### config.mk
export PLATFORM = sky130hd
export DESIGN_NAME = pipe_stage_skid
export DESIGN_NICKNAME = d
export VERILOG_FILES = /design/src/rtl/pipe_stage_skid.sv
export SDC_FILE = /design/constraint.sdc
export NUM_CORES = 1
export LEC_CHECK = 0
export CORE_ASPECT_RATIO = 1.4
export CORE_UTILIZATION = 49
export DETAILED_ROUTE_END_ITERATION = 8
export PLACE_DENSITY = 0.8
export SYNTH_ARGS = -nofsm -noshare
export SYNTH_HDL_FRONTEND = slang
export SYNTH_SLANG_ARGS = --single-unit
### constraint.sdc
create_clock -name clk -period 1.7 [get_ports clk]
set_clock_uncertainty 0.15 [all_clocks]
set_input_delay 0.34 -clock clk [delete_from_list [all_inputs] [get_ports clk]]
set_output_delay 0.34 -clock clk [all_outputs]
set_load 0.03 [all_outputs]
### src/rtl/pipe_stage_skid.sv
// One pipeline stage for an instruction word and its PC. A one-entry skid buffer
// keeps in_ready registered while still allowing one word per cycle; flush inserts a NOP.
module pipe_stage_skid #(
  parameter int                INSTR_W   = 32,
  parameter int                PC_W      = 32,
  parameter logic [31:0]       NOP_INSTR = 32'h00000013,
  parameter logic [PC_W-1:0]   PC_RST    = '0
) (
  input  logic               clk,
  input  logic               rst,
  input  logic               in_valid,
  output logic               in_ready,
  input  logic [INSTR_W-1:0] in_instr,
  input  logic [PC_W-1:0]    in_pc,
  input  logic               flush,
  output logic               out_valid,
  input  logic               out_ready,
  output logic [INSTR_W-1:0] out_instr,
  output logic [PC_W-1:0]    out_pc
);

  localparam logic [INSTR_W-1:0] NOP = INSTR_W'(NOP_INSTR);

  typedef struct packed {
    logic [INSTR_W-1:0] instr;
    logic [PC_W-1:0]    pc;
  } word_t;

  word_t s_word;
  logic  s_valid;
  logic  in_xfer, m_free;

  assign in_xfer = in_valid & in_ready;
  assign m_free  = ~out_valid | out_ready;

  always_ff @(posedge clk or negedge rst) begin
    if (!rst) begin
      out_valid <= 1'b0;
      out_instr <= NOP;
      out_pc    <= PC_RST;
      s_valid   <= 1'b0;
      s_word    <= '0;
      in_ready  <= 1'b1;
    end else if (flush) begin
      // Anything accepted this cycle is dropped along with the held words.
      out_valid <= 1'b0;
      out_instr <= NOP;
      out_pc    <= PC_RST;
      s_valid   <= 1'b0;
      in_ready  <= 1'b1;
    end else if (m_free) begin
      if (s_valid) begin
        // Skid drains before any new word so acceptance order is kept.
        out_valid <= 1'b1;
        out_instr <= s_word.instr;
        out_pc    <= s_word.pc;
        s_valid   <= 1'b0;
        in_ready  <= 1'b1;
      end else if (in_xfer) begin
        out_valid <= 1'b1;
        out_instr <= in_instr;
        out_pc    <= in_pc;
      end else begin
        out_valid <= 1'b0;
        out_instr <= NOP;
      end
    end else if (in_xfer) begin
      s_word   <= '{instr: in_instr, pc: in_pc};
      s_valid  <= 1'b1;
      in_ready <= 1'b0;
    end
  end

endmodule

==> metrics, run 1 <==
Mapped Avg Cell Area=14.6 um^2; maximum vdd ir drop=703 uV; Tot Pwr=8.88 mW; Worst-path clk slew=0.06 ns; Clk pwr share=40.6%; min Tclk post-route=1.68 ns; CP max stage delay=0.41 ns; worst path bufs/invs=1; CP required=1.21 ns; synthesized instance count=369; Synth Area in Compound Gates=15.4%; Psw=2.24 mW; H-tree levels=4; Yosys top cell by area=dfrtp_1; chip height=126 um; Die X=90.8 um; fin crit share=98.7%; Detailed Route Iter0 Violations=80; worst-margin pin slew=0.378 ns; EDFF count, synth=0; Static Leak=3.52 nW; Mapped Area=5410 um^2; share of Yosys cell area claimed by the top area cell type=58.8%; Fillers=781; GR Util All Layers=23.2%; Pre-antenna DRT Iters=4; outcome=completed; Int Pwr=6.64 mW; initial antenna violation count=0; vias=3,768; DP HPWL=8210 um; synth warn=0; Max FO, Critical Path=2; # diodes=0; sequential share of the synthesized area=60.7%; synth-to-layout area growth=41.9%; Placed Instance Area=7110 um^2; post-route cell area=7670 um^2; Critical Path Source Type=flop; max-cap violations=0; largest net degree at the start of global routing=62; core area=10,800 um^2; number of global-route vias before repair=4,136; top cells by count, synth=127 x dfrtp_1, 67 x mux2_2, 56 x a22o_1; Simple-Gate Fraction of Synth Area=1.30%; # setup viols final=0; XOR/XNOR Fraction of Synth Area=0%; Min-Delay Path Class=in2async; crit path kind=reg2out; wire per inst=18.4 um; Adder-Cell Fraction of Synth Area=0%; leading post-synthesis cells by cell area=dfrtp_1 59%, mux2_2 14%, a22o_1 9.1%, mux2i_1 6.1%, o2bb2ai_1 5.2%; Placer Congestion=0.771; global-route wire length before repair=20,500 um; share of power burned in registers=44.2%; clock root buffer=clkbuf_16; PD cells=1160 nW/um^2; combinational power share=15.3%; switching share of power=25.2%; largest family of logic cells by synthesized area=multiplexers; Synth async-reset ratio=100%; Worst path top cell family by delay=buffers and inverters; Total Wirelength=12,400 um; Via density=5.60; Slew Viols, Final=0; post-synthesis mux area share=20.1%; RSZ-0062 raised after global routing=no; TritonCTS clock tree=done; post-route antenna net violation count=0; fmax=596 MHz; Clock Latency Late Sink=0.41 ns; #FFs+latches synth=131; Max Buffers Root-to-Sink=2; I/O Pins=135; fin nets=588; most instantiated library cell after synthesis=dfrtp_1; post-detailed-route DRC marker count=0; final hold vios=0; syn_nets=438; clock sinks=131; total gr overflow=0; effective utilization at floorplan=50.0%; worst relative slew slack=74.8%; Primary FF master, synth=dfrtp_1; Distinct cells, synth=23; slowest cell on the critical path=dlygate4sd2_1; Die Area=11,500 um^2; Site Rows=45; layout cells sized above 1=26.3%; CTS Buf Count=17; Crit. End Element=primary output; CP arrival=1.19 ns; critical path cell sequence=dlygate4sd2_1; Buffers on Ports=134
-- cell usage in the layout, fill, tap and decap left out, types with 2 or more instances in the layout --
cell / count
dfrtp_1: 125
mux2_2: 67
clkdlybuf4s50_1: 67
a22o_1: 56
dlygate4sd2_1: 43
mux2i_1: 33
o2bb2ai_1: 32
buf_4: 18
clkbuf_16: 17
clkdlybuf4s15_1: 17
buf_12: 11
clkinvlp_4: 4
dfstp_2: 4
o22a_1: 3
a21oi_1: 3
clkinv_2: 3
clkinv_4: 3
clkbuf_8: 3
nand2_1: 2
o21ai_0: 2
bufinv_16: 2
dfrtp_2: 2
-- final timing paths --
| kind | cells after the start | start | endpoint | slack (ns) |
|---|---|---|---|---|
| setup / recovery | 1 | out_pc[16]$_DFFE_PN0P_ | out_pc[16] | 0.02 |
| hold / removal | 3 | rst | s_word[52]$_DFFE_PN0P_ | 0.32 |
| setup reg to reg | 4 | in_ready$_DFFE_PN1P_ | s_word[14]$_DFFE_PN0P_ | 0.09 |
| hold reg to reg | 1 | out_pc[14]$_DFFE_PN0P_ | out_pc[14]$_DFFE_PN0P_ | 0.34 |
| max in group asynchronous | 3 | rst | s_word[34]$_DFFE_PN0P_ | 0.71 |
| min in group clk | 1 | out_pc[14]$_DFFE_PN0P_ | out_pc[14]$_DFFE_PN0P_ | 0.34 |
-- power by group through the flow --
stage	logic (mW)	clock network, mW	registers (mW)
finish	1.35	3.60	3.92
floorplan	0.620	0	4.07
global placement	1.36	0	3.92
CTS	1.37	3.68	3.92
global route	1.46	3.80	3.98
detailed placement	1.42	0	3.96
-- logic make-up (layout without fill, tap and decap cells) --
kind of cell / Yosys count / count (layout)
muxes: 100 / 100
AOI/OAI and AO/OA: 98 / 98
and+or+nand+nor: 11 / 11
buffers and inverters: 29 / 192
DFF: 131 / 131
-- registers in the layout, summed over array words and instances (netlist names) --
signal     flops
s_word        64
in_ready       1
s_valid        1
out_valid      1
out_instr     32
out_pc        32
-- repair_timing --
| item | CTS | global route |
|---|---|---|
| setup endpoints to repair | 63 | 17 |
| hold endpoints to repair | 127 | 0 |
| buffers inserted | 2 | 0 |
| resized for setup | 65 | 18 |
| hold buffers | 1 | 0 |
-- layout make-up --
type	count	area (um^2)	area share, %
clock inverters	12	131	1.71
flip-flops and latches	131	3290	42.8
inverters	1	3.75	0.0489
multi-input cells	209	2010	26.2
well taps	141	176	2.30
repair buffers	159	1600	20.8
clock buffers	20	467	6.08
-- layer usage --
layer	vias up	global-route usage, %	part of all wire, %
met5	-	0	0
met4	0	9.96	2.0
met3	24	6.34	5.1
met2	114	40.6	53
met1	1925	26.5	40
li1	1705	-	-
-- metrics by stage --
| step | instances | setup TNS, ns | hold slack [ns] | setup slack (ns) | util (%) |
|---|---|---|---|---|---|
| after floorplan | 369 | 0 | -0.106 | 0.0630 | - |
| after global placement | 638 | -35.61 | 0.201 | -0.325 | 65.7 |
| after detailed placement | 638 | -37.38 | 0.207 | -0.354 | 65.7 |
| after CTS | 673 | 0 | 0.306 | 0.00219 | 70.8 |
| after global routing | 673 | 0 | 0.335 | 0.00161 | 71.0 |
| final | 673 | 0 | 0.316 | 0.0229 | 71.0 |
Note: power is estimated with default switching activity, not from simulation.
==> run 2: changes to the inputs <==
CORE_UTILIZATION = 44   (was 49)
PLACE_DENSITY = 0.76   (was 0.8)
clock period = 1.47 ns   (was 1.7 ns; I/O delays follow)
==> run 2 against run 1 <==
- the run now ends with setup timing left
- worst hold slack got worse by 0.15 ns
- utilization decreased by 2.1 points
- non-clock buffer count increased by 16
- largest power group unchanged
==> metrics, run 2 (synthesized netlist as in run 1, its figures left out) <==
commonest non-fill, non-tap cell in the layout=dfrtp_1; total gr overflow=0 (unchanged); max reg flops=64 (unchanged); clock sinks=131 (unchanged); Clock Latency Late Sink=0.41 ns (about the same); core area=11,900 um^2 (+9.9%); worst relative slew slack=79.0% (+4.2 points); most frequent cells in the layout=125 x dfrtp_1, 67 x mux2_2, 66 x clkdlybuf4s50_1; worst-margin pin slew=0.315 ns (-0.0629 ns); largest net degree at the start of global routing=52 (-16%); Fillers=831 (+6.4%); fin nets=604 (+2.7%); min Tclk post-route=1.63 ns; Placed Instance Area=7160 um^2 (+0.81%); CP arrival=1.19 ns (about the same); reg2reg setup slack=-0.16 ns (-0.25 ns); Buffers on Ports=134 (unchanged); Hold Slack=0.164 ns (-0.151 ns); number of global-route vias before repair=4,134 (-0.048%); H-tree levels=4 (unchanged); Largest Register=s_word; CP required=1.03 ns (-0.18 ns); Slew Viols, Final=0 (unchanged); synth-to-layout area growth=51.3%; Via density=5.51 (-1.5%); DP HPWL=8500 um (+3.4%); Max FO, Critical Path=3 (+1); # setup viols final=131 (+131); I/O Pins=135 (unchanged); RSZ-0062 raised after global routing=yes; Final WS setup=-0.161 ns (-0.184 ns); worst r2r path cells=4 (unchanged); met1 wire length=5150 um (+3.9%); vias=3,831 (+1.7%); crit path kind=reg2out; post-detailed-route DRC marker count=0 (unchanged); Worst-path clk slew=0.05 ns (about the same); PD cells=1310 nW/um^2 (+13%); clock root buffer=clkbuf_16; multi-input combinational cell area=2310 um^2 (+15%); pre-CTS setup slack=-0.485 ns (-0.130 ns); critical path launch point=in_ready$_DFFE_PN1P_; DR top layer=met4; WL met2=7310 um (+11%); post-route cell area=8180 um^2 (+6.6%); outcome=finished, violations left; Static Leak=3.70 nW (+5.3%); wire per inst=19.2 um (+4.0%); Placer Congestion=0.736 (-4.5%); Storage cell area=3290 um^2 (unchanged); GR Util All Layers=22.1% (-1.1 points); chip height=133 um (+5.4%); DR WL met3=651 um (+3.2%); CTS Buf Count=17 (unchanged); Pre-antenna DRT Iters=4 (unchanged); initial antenna violation count=0 (unchanged); TritonCTS clock tree=done; # diodes=0 (unchanged); Crit. End Element=primary output; Max Buffers Root-to-Sink=2 (unchanged); layout cells sized above 1=45.8% (+19 points); fin crit share=111%; effective utilization at floorplan=45.5% (-4.5 points); Min-Delay Path Class=in2async; final hold vios=0 (unchanged); Critical Path Source Type=flop; Total Wirelength=13,300 um (+7.4%); reg2reg start=in_ready$_DFFE_PN1P_; FF-to-FF End=s_word[5]$_DFFE_PN0P_; global-route wire length before repair=20,900 um (+1.9%); max-cap violations=0 (unchanged); fmax=613 MHz; Tot Pwr=10.7 mW (+21%); biggest regs=s_word: 64 flops, out_instr: 32 flops, out_pc: 32 flops; Site Rows=47 (+4.4%); violated checks=setup timing; Detailed Route Iter0 Violations=122 (+53%); Die Area=12,700 um^2 (+11%); post-route antenna net violation count=0 (unchanged); Die X=95.7 um (+5.4%); maximum vdd ir drop=741 uV (+5.4%)
[run 2: worst max path at each step]
stage	end	slack, ns	cells past startpoint
after global placement	s_word[39]$_DFFE_PN0P_	-0.46	5
final	in_ready	-0.16	2
after detailed placement	s_word[0]$_DFFE_PN0P_	-0.48	5
after floorplan	s_word[10]$_DFFE_PN0P_	-0.13	4
after CTS	in_ready	-0.18	2
after global routing	out_instr[8]$_DFFE_PN0P_	-0.21	5
[run 2: area by class of cell]
class / count / share of cell area (%)
sequential: 131 / 40.2
multi-input combinational: 209 / 28.3
timing repair buffer: 175 / 21.7
clock buffer: 23 / 5.97
tap: 147 / 2.25
clock inverter: 9 / 1.55
inverter: 1 / 0.0459
[run 2: what timing repair did]
action	CTS	global route
setup buffers	9	0
hold buffers	1	0
resized for setup	124	24
hold endpoints to repair	129	0
cloned	4	2
pin swaps	8	7
setup endpoints to repair	150	134
[run 2: power by group]
part / leakage [nW] / switching, mW / internal [mW]
Sequential: 1.67 / 0.339 / 4.21
Combinational: 1.73 / 0.811 / 1.01
Clock: 0.303 / 1.49 / 2.84
Total: 3.70 / 2.64 / 8.06
[run 2: stage by stage]
step / utilization (%) / cells / TNS (ns)
2_1_floorplan: - / 369 / -11.76
6_report: 68.8 / 695 / -14.68
4_1_cts: 67.2 / 693 / -14.60
3_3_place_gp: 60.3 / 647 / -56.53
3_5_place_dp: 60.3 / 647 / -57.94
5_1_grt: 68.8 / 695 / -21.02
[run 2: worst max-delay path, cell delays in order, from the launching register on]
cell	delay [ns]
dfstp_2	0.57
buf_6	0.10
buf_6	0.11
[run 2: layer usage]
| metal | vias to the layer above | GRT usage [%] |
|---|---|---|
| li1 | 1740 | - |
| met1 | 1962 | 25.1 |
| met2 | 111 | 39.5 |
| met3 | 18 | 5.54 |
| met4 | 0 | 7.96 |
| met5 | - | 0 |
==> run 3: changes to the inputs <==
CORE_UTILIZATION = 49   (was 44)
PLACE_DENSITY = 0.8   (was 0.76)
clock period = 1.8 ns   (was 1.47 ns; I/O delays follow)
==> run 3 against run 2 <==
- critical path depth is 1 lower
- first-iteration DRC count decreased by 7.4%
- wire length decreased by 8.1%
- setup slack improved by 0.20 ns
- final cell count shrank 3.9%
- clock-buffer cell count decreased by 3
- largest power group unchanged
- highest routed layer unchanged
- the run now ends clean
- combinational power down 31%
==> metrics, run 3 (synthesized netlist as in run 1, its figures left out) <==
CP arrival=1.25 ns (+0.06 ns); pre-CTS setup slack=-0.260 ns (+0.225 ns); chip height=126 um (-5.2%); post-route antenna net violation count=0 (unchanged); Die X=90.8 um (-5.1%); Fillers=757 (-8.9%); TritonCTS clock tree=done; GR Util All Layers=23.2% (+1.1 points); Max FO, Critical Path=2 (-1); max-cap violations=0 (unchanged); critical path cell sequence=clkdlybuf4s15_2; post-detailed-route DRC marker count=0 (unchanged); Setup crit end=out_instr[1]; final hold vios=0 (unchanged); Min-Delay Path Class=reg2reg; fmax=569 MHz; total gr overflow=0 (unchanged); worst r2r path cells=4 (unchanged); Detailed Route Iter0 Violations=113 (-7.4%); Via density=5.58 (+1.2%); clock sinks=131 (unchanged); Placer Congestion=0.775 (+5.2%); post-route cell area=7620 um^2 (-6.8%); maximum vdd ir drop=796 uV (+7.5%); CP required=1.29 ns (+0.26 ns); biggest regs=s_word: 64 flops, out_instr: 32 flops, out_pc: 32 flops; DP HPWL=8050 um (-5.3%); fin nets=583 (-3.5%); Critical Path Source Type=flop; Site Rows=45 (-4.3%); vias=3,728 (-2.7%); Buffers on Ports=134 (unchanged); Static Leak=3.56 nW (-3.8%); # diodes=0 (unchanged); I/O Pins=135 (unchanged); initial antenna violation count=0 (unchanged); Hold Slack=0.333 ns (+0.169 ns); global-route wire length before repair=20,400 um (-2.6%); Slew Viols, Final=0 (unchanged); reg2reg setup slack=0.18 ns (+0.34 ns); worst path bufs/invs=1 (-1); worst relative slew slack=74.3% (-4.7 points); PD cells=1110 nW/um^2 (-15%); number of global-route vias before repair=4,031 (-2.5%); Clock Latency Late Sink=0.41 ns (about the same); effective utilization at floorplan=50.0% (+4.5 points); fin crit share=97.6%; Worst path top cell family by delay=flip-flops; RSZ-0062 raised after global routing=no; layout cells sized above 1=25.0% (-21 points); critical path launch point=out_instr[1]$_DFFE_PN1P_; # setup viols final=0 (-100%); reg2reg start=out_valid$_DFFE_PN0P_; min Tclk post-route=1.76 ns; clock root buffer=clkbuf_16; Worst-path clk slew=0.06 ns (about the same); Largest Register=s_word; CP max stage delay=0.53 ns (-0.04 ns); CP Depth=1 (-1); Pre-antenna DRT Iters=4 (unchanged); slowest cell on the critical path=dfstp_2; Total Wirelength=12,200 um (-8.1%); worst hold start=out_pc[6]$_DFFE_PN0P_; crit path kind=reg2out; synth-to-layout area growth=40.9%; final core occ=70.5% (+1.6 points); H-tree levels=4 (unchanged); outcome=completed; Placed Instance Area=7080 um^2 (-1.2%); max reg flops=64 (unchanged); FF-to-FF End=s_word[1]$_DFFE_PN0P_; Crit. End Element=primary output; commonest non-fill, non-tap cell in the layout=dfrtp_1; worst-margin pin slew=0.385 ns (+0.0702 ns); core area=10,800 um^2 (-9.0%); Max Buffers Root-to-Sink=2 (unchanged); Die Area=11,500 um^2 (-10%); largest net degree at the start of global routing=71 (+37%); Final WS setup=0.0424 ns (+0.203 ns); most frequent cells in the layout=126 x dfrtp_1, 67 x mux2_2, 67 x clkdlybuf4s50_1; postcts setup bufs=0 (-9); CTS Buf Count=17 (unchanged); wire per inst=18.3 um (-4.4%)
## run 3: metrics by stage
| step | total power [mW] | instances | TNS [ns] |
|---|---|---|---|
| 2_1_floorplan | 4.43 | 369 | 0 |
| 3_3_place_gp | 4.98 | 635 | -23.68 |
| 3_5_place_dp | 5.07 | 635 | -27.47 |
| 4_1_cts | 8.54 | 668 | 0 |
| 5_1_grt | 8.84 | 668 | 0 |
| 6_report | 8.46 | 668 | 0 |
## run 3: where the power goes
part	leakage, nW	internal [mW]	total, mW	switching [mW]
Clock	0.296	2.25	3.50	1.25
Sequential	1.67	3.44	3.70	0.258
Combinational	1.59	0.676	1.26	0.587
Total	3.56	6.37	8.46	2.09
## run 3: how the worst min path moves through the flow
stage / endpoint / slack, ns / cells after the start
after CTS: out_pc[6]$_DFFE_PN0P_ / 0.34 / 1
after detailed placement: out_instr[16]$_DFFE_PN0P_ / 0.26 / 2
after floorplan: out_instr[10]$_DFFE_PN0P_ / -0.09 / 0
final: out_pc[6]$_DFFE_PN0P_ / 0.33 / 1
after global routing: out_pc[13]$_DFFE_PN0P_ / 0.36 / 1
after global placement: out_instr[16]$_DFFE_PN0P_ / 0.25 / 2
## run 3: cell type report
class	instances	area, um^2	area share (%)
Sequential cell	131	3280	43.1
Multi-Input combinational cell	209	2010	26.4
Timing Repair Buffer	154	1530	20.1
Clock buffer	20	457	5.99
Tap cell	141	176	2.32
Clock inverter	12	155	2.04
Inverter	1	3.75	0.0493
## run 3: routing by layer
metal  track usage, %  share of wire, %  up-vias
li1                 -                 -     1700
met5                0                 0        -
met3             6.82               5.2       22
met2             39.7                52      114
met1             27.1                41     1892
met4             10.1               2.0        0
## run 3: what timing repair did
item / CTS / global route
pin swaps: 0 / 0
setup endpoints to repair: 64 / 1
hold endpoints to repair: 127 / 0
cloned: 0 / 0
gates resized for setup: 69 / 1
hold buffers: 1 / 0
